==> src/rtl/seq_mul_16_pkg.sv <==
// Shared execute-stage definitions for the sequential multiplier: FSM encoding,
// datapath width and the iteration-count terminal value.
package seq_mul_16_pkg;

    localparam int unsigned DataWidth = 16;

    // Last value of the iteration counter; the RUN cycle with this count is the final one.
    localparam logic [3:0] CountLast = 4'd15;

    typedef enum logic [1:0] {
        StIdle = 2'd0,
        StRun  = 2'd1,
        StDone = 2'd2
    } state_e;

endpackage

==> src/rtl/seq_mul_16.sv <==
// Sequential unsigned shift-add multiplier. One iteration per RUN cycle, 16 iterations,
// then a single DONE cycle. product_lo feeds the writeback mux B input.
module seq_mul_16
    import seq_mul_16_pkg::*;
#(
    parameter int unsigned WIDTH = DataWidth
) (
    input  logic             clk,
    input  logic             rst,
    input  logic             start,
    input  logic [WIDTH-1:0] a,
    input  logic [WIDTH-1:0] b,
    output logic             busy,
    output logic             done,
    output logic [WIDTH-1:0] product_lo,
    output logic [WIDTH-1:0] product_hi
);

    state_e           r_state;
    state_e           w_state_next;
    logic [WIDTH:0]   r_acc;    // carry bit plus the high half of the product
    logic [WIDTH-1:0] r_mq;     // low half of the product; starts as the multiplier
    logic [WIDTH-1:0] r_mcand;
    logic [3:0]       r_count;
    logic [WIDTH:0]   w_sum;

    // Conditional add of the multiplicand; r_acc[WIDTH] is always 0 here, so the
    // 17-bit add cannot overflow.
    assign w_sum = r_mq[0] ? (r_acc + {1'b0, r_mcand}) : r_acc;

    // State register.
    always_ff @(posedge clk or posedge rst) begin
        if (rst) begin
            r_state <= StIdle;
        end else begin
            r_state <= w_state_next;
        end
    end

    // Next-state logic; start is only honoured in IDLE, unused encoding returns to IDLE.
    always_comb begin
        w_state_next = r_state;
        case (r_state)
            StIdle:  if (start) w_state_next = StRun;
            StRun:   if (r_count == CountLast) w_state_next = StDone;
            StDone:  w_state_next = StIdle;
            default: w_state_next = StIdle;
        endcase
    end

    // Operand capture and one shift-add iteration per RUN cycle; registers hold otherwise.
    always_ff @(posedge clk or posedge rst) begin
        if (rst) begin
            r_acc   <= '0;
            r_mq    <= '0;
            r_mcand <= '0;
            r_count <= '0;
        end else begin
            case (r_state)
                StIdle: begin
                    if (start) begin
                        r_mcand <= a;
                        r_mq    <= b;
                        r_acc   <= '0;
                        r_count <= '0;
                    end
                end
                StRun: begin
                    // Right shift of {sum, mq} by one bit.
                    r_acc   <= {1'b0, w_sum[WIDTH:1]};
                    r_mq    <= {w_sum[0], r_mq[WIDTH-1:1]};
                    r_count <= r_count + 4'd1;
                end
                default: begin
                end
            endcase
        end
    end

    // Outputs decode straight from registers.
    assign busy       = (r_state == StRun);
    assign done       = (r_state == StDone);
    assign product_hi = r_acc[WIDTH-1:0];
    assign product_lo = r_mq;

endmodule

==> config.mk <==
export PLATFORM = sky130hd
export DESIGN_NAME = seq_mul_16
export DESIGN_NICKNAME = d
export VERILOG_FILES = /design/src/rtl/seq_mul_16_pkg.sv /design/src/rtl/seq_mul_16.sv
export SDC_FILE = /design/constraint.sdc
export NUM_CORES = 1
export LEC_CHECK = 0
export ABC_CLOCK_PERIOD_IN_PS = 2500
export BUFFER_PORTS_ARGS = -buffer_cell sky130_fd_sc_hd__buf_2
export CAP_MARGIN = 15
export CORE_ASPECT_RATIO = 1.25
export CORE_MARGIN = 2
export CORE_UTILIZATION = 39
export DETAILED_ROUTE_END_ITERATION = 8
export MAX_ROUTING_LAYER = met4
export SYNTH_ARGS = -nofsm -noshare
export SYNTH_HDL_FRONTEND = slang
export SYNTH_SLANG_ARGS = --single-unit
==> constraint.sdc <==
create_clock -name clk -period 2.5 [get_ports clk]
set_input_delay 0.25 -clock clk [delete_from_list [all_inputs] [get_ports clk]]
set_output_delay 0.25 -clock clk [all_outputs]
set_load 0.01 [all_outputs]
==> flow_summary.yaml <==
cells_and_area:
  n_antenna_cell: 0
  multi_input_area_um2: 1593
  nFillCells: 716
  final_nets: 417
  design_area_um2: 3582
  syn2layout_area_growth_pct: 18.60
  drive_above_1_share: 0.3041
  regArea_um2: 1351
die:
  start_util: 0.4057
  core_um2: 7445
  dieArea_um2: 8469
  die_x_um: 82.71
  die_h_um: 102.4
  pin_count: 69
  rows: 35
status:
  outcome: "finished clean"
pwr:
  ir_drop_mv: 0.7612
  leakagePower_nw: 1.650
  power.density_nw_per_um2: 1490
clock_network:
  cts_resized: 0
  cts_buffers: 5
  cts_root_buf: "clkbuf_8"
  cts_hold_buf: 1
  post_cts_buffers: 0
  ctsLongestPathBuffers: 2
  clock-sinks: 54
  clock_latency_ns: 0.31
  htree_num_levels: 2
  clk_pin_slew_worst_paths_ns: 0.11
  cts_tree: "done"
min_path:
  min_from: "a[15]"
  hold_class: "in2reg"
  hold_path_depth: 2
  hold_end: "r_mcand[15]"
grt:
  gr-total-overflow: 0
  grt_pass1_vias: 2358
  grt_usage: 0.1773
  antenna_found_initial: 0
  grt_max_degree: 27
  grt_pass1_wl_um: 11210
logic_synthesis:
  ys_top_cells_by_area: "dfrtp_1 45%, ha_1 7.0%, mux2i_1 6.6%, o21ai_0 6.1%, mux2_2 6.0%"
  synth-seq-area-share: 0.4474
  syn_area_um2: 3020
  syn_area_per_cell_um2: 10.31
  ys_top_cells_by_count: "54 x dfrtp_1, 39 x nand2_1, 37 x o21ai_0"
  yosysMostFrequentCell: "dfrtp_1"
  synth_top_area_cell: "dfrtp_1"
  yosys.area.top_type_share: 0.4474
  ys.flop_type: "dfrtp_1"
  synth-seq-cells: 54
  netlist_instances: 293
  synth_fp_nets: 346
  synth-async-reset-ratio: 1.000
  yosys_warnings: 0
  synth.distinct_cells: 43
  synth_edf_count: 0
setup_path:
  reg2reg_to: "r_acc[15]"
  cp-end-kind: "flop"
  r2r-start: "r_acc[0]"
  path_cells: "ha_1, fa_1, a21o_1, a311o_1, nand3_2, nand2_1, a221oi_2, o21ai_1"
  max_stage_delay_ns: 0.42
  rrSetupSlack_ns: 0.16
  cp_num_buf_inv: 0
  critPathMaxFanout: 4
  critPathTopFamily: "compound AO/OA/AOI/OAI gates"
  critPathArrivalTime_ns: 2.55
  critical_path_required_ns: 2.71
  crit_slowest_cell: "dfrtp_1"
  r2r_cells: 8
  cp-start-kind: "flop"
  critPathKind: "reg2reg"
placed_design:
  dp.final_hpwl_um: 5074
  place_ws_ns: 0.1656
  dpl_cell_area_um2: 3482
  gp_congestion: 0.8791
  io_buffers: 68
route:
  wire_per_inst_um: 15.05
  drt_pre_antenna_iters: 4
  via_per_inst: 5.392
  drt-initial-drc-count: 94
  drt-total-wl_um: 6877
  post-route-drc-count: 0
  postRouteAntennaNets: 0
  num_vias: 2464
sta:
  hold_violations: 0
  fmax_mhz: 427.3
  setup_ws_ns: 0.1599
  worstMarginPinSlew_ns: 0.6086
  fin_crit_sh: 0.9361
  clock_skew_ns: 0.01278
  rsz0062_at_grt: "no"
  setup_viol: 0
  maxSlewHeadroom: 0.5932
  slew_violations: 0
  fin_tns_setup_ns: 0
  min_period_ns: 2.340
job:
  maxCapViolCount: 0
registers in the layout, indices dropped and copies added, names as in the netlist:
register    count
product_lo     16
r_acc          16
r_mcand        16
r_count         4
r_state         2
worst max path at each step:
stage | from | endpoint | slack [ns] | depth (start not counted)
2_1_floorplan | r_acc[0] | r_acc[15] | 0.30 | 8
3_3_place_gp | r_acc[0] | r_acc[13] | 0.26 | 8
3_5_place_dp | r_acc[0] | r_acc[13] | 0.17 | 8
4_1_cts | r_acc[0] | r_acc[15] | 0.16 | 8
5_1_grt | r_acc[0] | r_acc[15] | 0.03 | 8
6_report | r_acc[0] | r_acc[15] | 0.16 | 8
kinds of logic (layout without fill, tap and decap cells):
logic type / Yosys count / count (layout) / synth area share
flip-flops: 54 / 54 / 0.4474
adder cells (fa/ha/maj): 18 / 18 / 0.07705
multiplexers: 36 / 36 / 0.1259
AO/OA/AOI/OAI: 87 / 87 / 0.1856
buffers and inverters: 19 / 91 / 0.02900
AND/OR/NAND/NOR: 67 / 67 / 0.1003
XOR/XNOR: 12 / 12 / 0.03480
area by class of cell:
class / count / share of cell area
multi-input cells: 220 / 0.4446
well taps: 92 / 0.03213
flip-flops and latches: 54 / 0.3772
inverters: 6 / 0.006287
repair buffers: 77 / 0.1146
clock buffers: 5 / 0.01921
clock inverters: 3 / 0.005938
report_power, final:
| part | internal (W) | leakage, nW | total [W] | switching (W) |
|---|---|---|---|---|
| clock network | 0.000198 | 0.0441 | 0.000499 | 0.000301 |
| logic | 0.00142 | 0.945 | 0.00317 | 0.00175 |
| registers | 0.00131 | 0.661 | 0.00167 | 0.000354 |
| total | 0.00293 | 1.65 | 0.00534 | 0.00241 |
layer usage:
| layer | up-vias | wire length (um) | track usage |
|---|---|---|---|
| met2 | 62 | 3286 | 0.2922 |
| met5 | - | 0 | - |
| li1 | 1204 | - | - |
| met4 | 0 | 119 | 0.05422 |
| met3 | 10 | 326 | 0.02650 |
| met1 | 1188 | 3145 | 0.2242 |
per-stage QoR:
stage | utilization | total power [W] | cells | hold slack [ns]
global placement | 0.4677 | 0.004810 | 448 | 0.3434
global route | 0.4812 | 0.005862 | 457 | 0.1495
finish | 0.4812 | 0.005336 | 457 | 0.1615
floorplan | - | 0.004031 | 293 | 0.4016
CTS | 0.4812 | 0.005384 | 457 | 0.1573
detailed placement | 0.4677 | 0.004876 | 448 | 0.3408
placed cells by master, fill, tap and decap left out, drive strengths merged, types with 4 or more instances in the layout:
cell type  Yosys  routed
mux2          16      16
buf            6      76
a22oi          9       9
o21ai         40      40
clkbuf         7       5
nor2           9       9
a21oi         16      16
o21bai         4       4
xnor2          9       9
nand3          9       9
nand2         39      39
dfrtp         54      54
inv            6       6
ha            17      17
mux2i         20      20
Note: power is estimated with default switching activity, not from simulation.
